<file path="config.mk">
export PLATFORM = sky130hd
export DESIGN_NAME = p2s_tx_scheduler
export DESIGN_NICKNAME = d
export VERILOG_FILES = /design/src/rtl/p2s_tx_scheduler.sv
export SDC_FILE = /design/constraint.sdc
export NUM_CORES = 1
export LEC_CHECK = 0
export CAP_MARGIN = 10
export CORE_MARGIN = 8
export CORE_UTILIZATION = 49
export CTS_BUF_LIST = sky130_fd_sc_hd__clkbuf_8
export CTS_CLUSTER_SIZE = 16
export DETAILED_ROUTE_END_ITERATION = 12
export PLACE_DENSITY = 0.82
export SYNTH_ARGS = -nofsm -noshare
export SYNTH_HDL_FRONTEND = slang
export SYNTH_SLANG_ARGS = --single-unit
</file>
<file path="constraint.sdc">
create_clock -name clk -period 2.7 [get_ports clk]
set_input_delay 0.54 -clock clk [delete_from_list [all_inputs] [get_ports clk]]
set_output_delay 0.54 -clock clk [all_outputs]
set_load 0.02 [all_outputs]
</file>
<file path="src/rtl/p2s_tx_scheduler.sv">
// -----------------------------------------------------------------------------
// p2s_tx_scheduler
//   Shares one serial output lane between NUM_REQ parallel requesters. An
//   IDLE cycle grants the round-robin winner over a valid/ready handshake.
//   SHIFT then sends the accepted word MSB-first, one bit per cycle, and GAP
//   holds the lane idle for GAP_CYCLES cycles before the next grant.
//
// Ports:
//   clk        in   single clock, rising edge
//   rst        in   asynchronous, active-high reset
//   req_valid  in   [NUM_REQ]             per-requester word valid
//   req_data   in   [NUM_REQ*DATA_WIDTH]  requester i word at [i*DATA_WIDTH +: DATA_WIDTH]
//   req_ready  out  [NUM_REQ]             one-hot (or zero) accept, IDLE only
//   sdata      out  serial data, MSB first
//   svalid     out  high while sdata carries a data bit
//   sid        out  [SID_W] requester owning the word on sdata, 0 when idle
//   busy       out  high in SHIFT and GAP
// -----------------------------------------------------------------------------
module p2s_tx_scheduler #(
    parameter int NUM_REQ    = 4,
    parameter int DATA_WIDTH = 8,
    parameter int GAP_CYCLES = 1,
    localparam int SID_W     = (NUM_REQ > 2) ? $clog2(NUM_REQ) : 1
) (
    input  logic                          clk,
    input  logic                          rst,
    input  logic [NUM_REQ-1:0]            req_valid,
    input  logic [NUM_REQ*DATA_WIDTH-1:0] req_data,
    output logic [NUM_REQ-1:0]            req_ready,
    output logic                          sdata,
    output logic                          svalid,
    output logic [SID_W-1:0]              sid,
    output logic                          busy
);

    localparam int CNT_W = $clog2(DATA_WIDTH);
    localparam int GAP_W = 4;

    generate
        if (NUM_REQ < 2 || NUM_REQ > 16 || DATA_WIDTH < 2 || DATA_WIDTH > 32 ||
            GAP_CYCLES < 0 || GAP_CYCLES > 15) begin : g_bad_params
            $error("p2s_tx_scheduler: parameter out of range");
        end
    endgenerate

    typedef enum logic [1:0] {
        S_IDLE  = 2'd0,
        S_SHIFT = 2'd1,
        S_GAP   = 2'd2
    } state_t;

    state_t                  r_state;
    state_t                  w_next;
    logic [DATA_WIDTH-1:0]   r_shift;
    logic [CNT_W-1:0]        r_bit_cnt;
    logic [GAP_W-1:0]        r_gap_cnt;
    logic [SID_W-1:0]        r_sid;
    logic [SID_W-1:0]        r_last_grant;

    logic                    w_found;
    logic [SID_W-1:0]        w_grant;
    logic [SID_W-1:0]        w_idx;
    logic                    w_load;

    // Round-robin search starting just after the previous winner, so the
    // last-served requester has the lowest priority on the next grant.
    always_comb begin
        // NOTE: every combinational output gets a default before any branch,
        // otherwise a path that skips the assignment infers a latch.
        w_found = 1'b0;
        w_grant = '0;
        w_idx   = '0;
        for (int k = 1; k <= NUM_REQ; k++) begin
            w_idx = SID_W'((int'(r_last_grant) + k) % NUM_REQ);
            if (!w_found && req_valid[w_idx]) begin
                w_found = 1'b1;
                w_grant = w_idx;
            end
        end
    end

    always_comb begin
        w_next    = r_state;
        req_ready = '0;
        w_load    = 1'b0;
        case (r_state)
            S_IDLE: begin
                // The grant is suppressed while reset is held even though the
                // state register already reads IDLE.
                if (w_found && !rst) begin
                    req_ready[w_grant] = 1'b1;
                    w_load             = 1'b1;
                    w_next             = S_SHIFT;
                end
            end
            S_SHIFT: begin
                if (r_bit_cnt == '0) begin
                    w_next = (GAP_CYCLES > 0) ? S_GAP : S_IDLE;
                end
            end
            S_GAP: begin
                if (r_gap_cnt == '0) begin
                    w_next = S_IDLE;
                end
            end
            default: w_next = S_IDLE;
        endcase
    end

    always_ff @(posedge clk or posedge rst) begin
        if (rst) begin
            r_state      <= S_IDLE;
            r_shift      <= '0;
            r_bit_cnt    <= '0;
            r_gap_cnt    <= '0;
            r_sid        <= '0;
            r_last_grant <= SID_W'(NUM_REQ - 1);
        end else begin
            // NOTE: state flops use non-blocking assignments so every flop in
            // the design samples pre-edge values regardless of block order.
            r_state <= w_next;
            case (r_state)
                S_IDLE: begin
                    if (w_load) begin
                        r_shift      <= req_data[w_grant*DATA_WIDTH +: DATA_WIDTH];
                        r_sid        <= w_grant;
                        r_last_grant <= w_grant;
                        r_bit_cnt    <= CNT_W'(DATA_WIDTH - 1);
                    end
                end
                S_SHIFT: begin
                    r_shift <= {r_shift[DATA_WIDTH-2:0], 1'b0};
                    if (r_bit_cnt != '0) begin
                        r_bit_cnt <= r_bit_cnt - 1'b1;
                    end else if (GAP_CYCLES > 0) begin
                        r_gap_cnt <= GAP_W'(GAP_CYCLES - 1);
                    end
                end
                S_GAP: begin
                    if (r_gap_cnt != '0) begin
                        r_gap_cnt <= r_gap_cnt - 1'b1;
                    end
                end
                default: ;
            endcase
        end
    end

    // Outputs decode only flop contents, never req_*.
    assign svalid = (r_state == S_SHIFT);
    assign sdata  = (r_state == S_SHIFT) ? r_shift[DATA_WIDTH-1] : 1'b0;
    assign sid    = (r_state == S_SHIFT) ? r_sid : '0;
    assign busy   = (r_state != S_IDLE);

endmodule

</file>
==> results of run 1 <==
worst register-to-register path, delay by kind of cell (launching register included):
kind,cells,cell delay [ps]
DFF,1,650
and+or+nand+nor,2,220
AOI/OAI and AO/OA,3,830
buffers and inverters,2,360
routing by layer:
| metal | wire, microns | share of wire [%] |
|---|---|---|
| met4 | 60 | 1.3 |
| met3 | 155 | 3.4 |
| met2 | 2200 | 48 |
| met5 | 0 | 0 |
| met1 | 2150 | 47 |
kinds of logic (layout without fill, tap and decap cells):
kind of cell | Yosys count | after routing | share of synthesized area (%)
mux | 4 | 4 | 2.49
buf+inv | 29 | 93 | 7.87
xor+xnor | 1 | 1 | 0.545
simple gates | 58 | 58 | 19.5
flops | 21 | 21 | 32.9
compound gates | 65 | 65 | 31.3
fa+ha+maj | 7 | 7 | 5.45
Yosys cell counts (all sizes together), types with 2 or more instances:
| library cell | n |
|---|---|
| nand3 | 3 |
| nand2b | 4 |
| ha | 7 |
| and2 | 4 |
| nor3 | 4 |
| buf | 7 |
| a221oi | 7 |
| a21boi | 2 |
| nor2 | 7 |
| o21a | 4 |
| o21ai | 10 |
| mux2i | 4 |
| nand2 | 18 |
| o211a | 2 |
| a21o | 2 |
| nor4 | 2 |
| nand4 | 7 |
| clkbuf | 2 |
| a21oi | 9 |
| dfrtp | 19 |
| or4 | 2 |
| a22o | 10 |
| dfstp | 2 |
| o211ai | 8 |
| inv | 20 |
flip-flops by register name, indices dropped and copies added, names as in the netlist:
| register | flops |
|---|---|
| r_gap_cnt | 4 |
| r_sid | 2 |
| r_bit_cnt | 3 |
| r_last_grant | 2 |
| r_shift | 8 |
| r_state | 2 |
worst max path at each step:
stage                         to  cells after the start
detailed placement  req_ready[2]                      6
floorplan           req_ready[3]                      6
global placement    req_ready[2]                      6
CTS                 req_ready[3]                      6
finish              req_ready[3]                      6
global route        req_ready[3]                      6
layout make-up:
| cell class | count | share of cell area (%) |
|---|---|---|
| timing repair buffer | 69 | 27.3 |
| sequential | 21 | 23.0 |
| clock buffer | 3 | 1.80 |
| tap | 44 | 2.40 |
| multi-input combinational | 135 | 42.1 |
| inverter | 20 | 3.27 |
| clock inverter | 1 | 0.163 |
timing repair:
action,4_1_cts,5_1_grt
setup buffers,1,0
endpoints found under the setup margin,4,4
resized for setup,17,2
hold buffers,0,0
pin swaps,1,2
metrics by stage:
stage,setup TNS (ps),std cells
4_1_cts,0,293
5_1_grt,0,293
2_1_floorplan,0,185
3_3_place_gp,-1180,288
6_report,0,293
3_5_place_dp,-1460,288
report_power, final:
| group | switching (W) | internal (W) |
|---|---|---|
| Combinational | 0.000818 | 0.000717 |
| Sequential | 0.0000888 | 0.000462 |
| Clock | 0.0000973 | 0.000101 |
| Total | 0.00100 | 0.00128 |
==> reports/qor.yml, run 1 <==
drc_errors: 0
yosysTopAreaCellShare_pct: 29.6
r2r-end: "r_shift[6]"
seqCellArea_sq_um: 528
htree_levels: 1
crit_path_cell_trace: "clkdlybuf4s50_1 -> and3b_1 -> a2111oi_4 -> nand2_2 -> nor2_1 -> clkdlybuf4s15_2"
grt.met2_usage_pct: 29.2
die_h_microns: 73.3
hold_viol_final: 0
portBuffers: 46
synth-async-reset-ratio_pct: 100
multi_input_area_sq_um: 966
num_io_pins: 47
num-nets-final: 295
syn_nets: 230
antenna_found_initial: 0
period_needed_ps: 2630
crit_arrival_ps: 2090
wl_per_cell_microns: 15.6
clock.fmax_ghz: 0.381
grt_max_degree: 23
ir_drop_mv: 0.462
whs_endpoint: "r_sid[1]"
fin_ws_ps: 74.1
core_sq_mm: 0.00308
finalPower_w: 0.00228
grt.total_usage_pct: 17.6
ys_seq_elements: 21
dpl-instance-area_sq_mm: 0.00224
route.antenna.remaining_nets: 0
min_from: "r_sid[1]"
startpoint_type: "primary input"
clkSinkCount: 21
max_stage_delay_ps: 460
leakage_nw: 1.05
cp_top_family: "buffers and inverters"
grt_use_met1_pct: 22.2
clk_pin_slew_ps: 70
post-route-period-util_pct: 97.3
start_util_pct: 52.2
synthesis.area_sq_mm: 0.00161
worst_clock_skew_ps: 4.23
nFillCells: 234
die_area_sq_mm: 0.00537
synthCells: 185
cp_slowest_cell: "clkdlybuf4s50_1"
worstMarginPinSlew_ps: 514
vias: 1644
drive_gt1_share_pct: 17.3
crit_fanout: 4
fin_util_pct: 74.6
maxSlewHeadroom_pct: 65.7
dr.pass1.iters: 4
root_buffer: "clkbuf_8"
finalInstanceArea_sq_mm: 0.00230
avgSynthCellArea_sq_um: 8.68
final_max_slew_viol_count: 0
yosys-top-cells-area: "dfrtp_1 30%, a22o_1 5.5%, ha_1 5.5%"
yosys.area.top_type: "dfrtp_1"
ff2ff_setup_slack_ps: 600
max-cap-violations: 0
worstHoldPathType: "reg2reg"
layout_commonest_cell: "clkdlybuf4s50_1"
cts_made_buffers: 3
finalSetupViolations: 0
yosysWarnings: 0
whs_ps: 481
grtUsageMet3_pct: 2.99
dp_slack_ps: -397
ys.flop_type: "dfrtp_1"
pwr_density_cell_mw_per_mm2: 995
avgViaCountPerCell: 5.61
overflow: 0
final_cell_mix: "39 x clkdlybuf4s50_1, 22 x buf_4, 20 x inv_1"
crit_start: "req_valid[0]"
ys_types: 51
outcome: "finished clean"
routed_wl_mm: 4.57
ys_seq_area_share_pct: 32.9
cts_tree: "yes"
cp-end-kind: "output pin"
r2r-start: "r_last_grant[1]"
place.gp.congestion: 0.837
clock_latency_ps: 250
die_x_microns: 73.3
drt_iter0_drc: 76
crit_required_ps: 2160
n_antenna_cell: 0
busiest_layer: "met2"
area_growth_pct: 42.9
rsz0062_at_grt: "false"
rows: 20
worst-setup-path-type: "in2out"
clock_path_buffers: 2
worst-path-buf-inv: 2
r2r_cells: 7
synth_edf_count: 0
grt_pass1_vias: 1710
grt_pass1_wl_mm: 7.60
whs_path_depth: 2
dp_hpwl_mm: 3.62
(Power assumes the default switching activity.)
==> inputs of run 2 (changes only) <==
--- a/config.mk
+++ b/config.mk
@@ -11,6 +11,7 @@
 export CTS_BUF_LIST = sky130_fd_sc_hd__clkbuf_8
 export CTS_CLUSTER_SIZE = 16
 export DETAILED_ROUTE_END_ITERATION = 12
+export GPL_TIMING_DRIVEN = 0
 export PLACE_DENSITY = 0.82
 export SYNTH_ARGS = -nofsm -noshare
 export SYNTH_HDL_FRONTEND = slang
==> reports/qor.yml, run 2 (synthesis gave the netlist of run 1 again) <==
r2r-start: "r_state[0]"
clkSinkCount: 21  # unchanged
clock_path_buffers: 2  # unchanged
die_x_microns: 73.3  # unchanged
n_antenna_cell: 0  # unchanged
seqCellArea_sq_um: 528  # unchanged
crit_arrival_ps: 2130  # +40 ps
p_comb_share_pct: 65.7  # -1.5 points
largest-register: "r_shift"
worstHoldPathType: "reg2reg"
core_sq_mm: 0.00308  # unchanged
rows: 20  # unchanged
leakage_nw: 0.983  # -6.6%
rsz0062_at_grt: "true"
pwr-share-clk_pct: 9.2  # +0.5 points
max-cap-violations: 0  # unchanged
die_area_sq_mm: 0.00537  # unchanged
antenna_found_initial: 0  # unchanged
pwr_density_cell_mw_per_mm2: 1000  # +1.0%
p_int_w: 0.00121  # -5.3%
routed_wl_mm: 4.63  # +1.2%
nFillCells: 243  # +3.8%
cp-end-kind: "output pin"
largest_reg_flops: 8  # unchanged
final_max_slew_viol_count: 0  # unchanged
drt_iter0_drc: 85  # +12%
min_from: "r_sid[1]"
p_sw_share_pct: 45.6  # +1.6 points
tns_ps: 0  # unchanged
grt_max_degree: 13  # -43%
wl_per_cell_microns: 16.3  # +4.8%
period_needed_ps: 2670  # +47.3 ps
r2r-end: "r_bit_cnt[2]"
maxSlewHeadroom_pct: 52.0  # -14 points
reg_top3: "r_shift (8), r_gap_cnt (4), r_bit_cnt (3)"
ff2ff_setup_slack_ps: 530  # -70 ps
dp_hpwl_mm: 3.58  # -1.3%
fin_util_pct: 72.1  # -2.5 points
route.antenna.remaining_nets: 0  # unchanged
r2r_cells: 8  # +1
cts_tree: "yes"
root_buffer: "clkbuf_8"
worstMarginPinSlew_ps: 714  # +200 ps
dr.pass1.iters: 4  # unchanged
multi_input_area_sq_um: 967  # +0.13%
overflow: 0  # unchanged
post-route-period-util_pct: 99.0  # +1.8 points
whs_path_depth: 2  # unchanged
clock_latency_ps: 250  # about the same
cts_made_buffers: 3  # unchanged
num-nets-final: 285  # -3.4%
place.gp.congestion: 0.825  # -1.4%
final_cell_mix: "38 x clkdlybuf4s50_1, 19 x dfrtp_1, 18 x inv_1"
worst-setup-path-type: "in2out"
num_io_pins: 47  # unchanged
worst_clock_skew_ps: 1.82  # -2.42 ps
drc_errors: 0  # unchanged
die_h_microns: 73.3  # unchanged
crit_fanout: 8  # +4
switchingPower_w: 0.00102  # +1.2%
whs_ps: 480  # -0.891 ps
area_growth_pct: 38.1
hold_viol_final: 0  # unchanged
clock.fmax_ghz: 0.374  # -1.8%
htree_levels: 1  # unchanged
whs_endpoint: "r_sid[1]"
grt_pass1_wl_mm: 7.36  # -3.1%
vias: 1649  # +0.30%
startpoint_type: "primary input"
finalSetupViolations: 0  # unchanged
layout_commonest_cell: "clkdlybuf4s50_1"
sequentialPowerShare_pct: 25.1  # +1.0 points
crit_required_ps: 2160  # about the same
clk_pin_slew_ps: 80  # about the same
ir_drop_mv: 0.483  # +4.6%
grt.total_usage_pct: 17.2  # -0.44 points
drive_gt1_share_pct: 15.5  # -1.8 points
grt_pass1_vias: 1679  # -1.8%
start_util_pct: 52.2  # unchanged
avgViaCountPerCell: 5.83  # +3.8%
outcome: "finished clean"
portBuffers: 44  # -4.3%
-- run 2: layout make-up --
type	instances	share of cell area [%]
buffer	6	2.14
clock buffer	3	1.86
clock inverter	1	0.226
inverter	20	3.55
multi-input combinational	135	43.6
sequential	21	23.8
tap	44	2.48
timing repair buffer	52	22.1
timing repair inverter	1	0.226
-- run 2: per-layer routing --
layer / global-route usage (%) / wire length [microns] / vias to the layer above / part of all wire, %
li1: - / - / 795 / -
met3: 3.95 / 275 / 2 / 5.9
met4: 4.44 / 31 / 0 / 0.67
met5: 0 / 0 / - / 0
met1: 20.2 / 1950 / 792 / 42
met2: 30.3 / 2370 / 60 / 51
-- run 2: worst max path at each step --
stage	cells past startpoint	from	to
detailed placement	7	req_valid[1]	req_ready[2]
global placement	7	req_valid[1]	req_ready[2]
floorplan	6	req_valid[0]	req_ready[3]
global route	7	req_valid[1]	req_ready[2]
CTS	6	r_last_grant[0]	req_ready[2]
finish	7	req_valid[1]	req_ready[2]
-- run 2: repair_timing --
action	4_1_cts	5_1_grt
buffers inserted	3	5
setup endpoints to repair	7	5
gates cloned	1	0
pin swaps	2	1
gates resized for setup	22	1
hold buffers	0	0
-- run 2: power by group through the flow --
stage                     sequential [W]  combinational (W)  clock, W
after floorplan                 0.000518            0.00102         0
after global placement          0.000534            0.00136         0
after detailed placement        0.000544            0.00141         0
after CTS                       0.000540            0.00146  0.000207
after global routing            0.000576            0.00159  0.000221
final                           0.000560            0.00146  0.000204
-- run 2: critical path, stage by stage --
cell,delay (ps)
dlygate4sd2_1,310
o211a_1,270
a2111oi_4,390
buf_6,160
nand2_1,100
nor3_2,190
buf_4,170
-- run 2: through the flow --
step / instances / total power (W) / area, sq um / setup WS [ps]
after floorplan: 185 / 0.00154 / 1610 / 153
after global placement: 273 / 0.00189 / 2110 / -890
after detailed placement: 273 / 0.00195 / 2110 / -907
after CTS: 279 / 0.00220 / 2180 / 6.90
after global routing: 283 / 0.00239 / 2220 / -38.5
final: 283 / 0.00223 / 2220 / 26.8
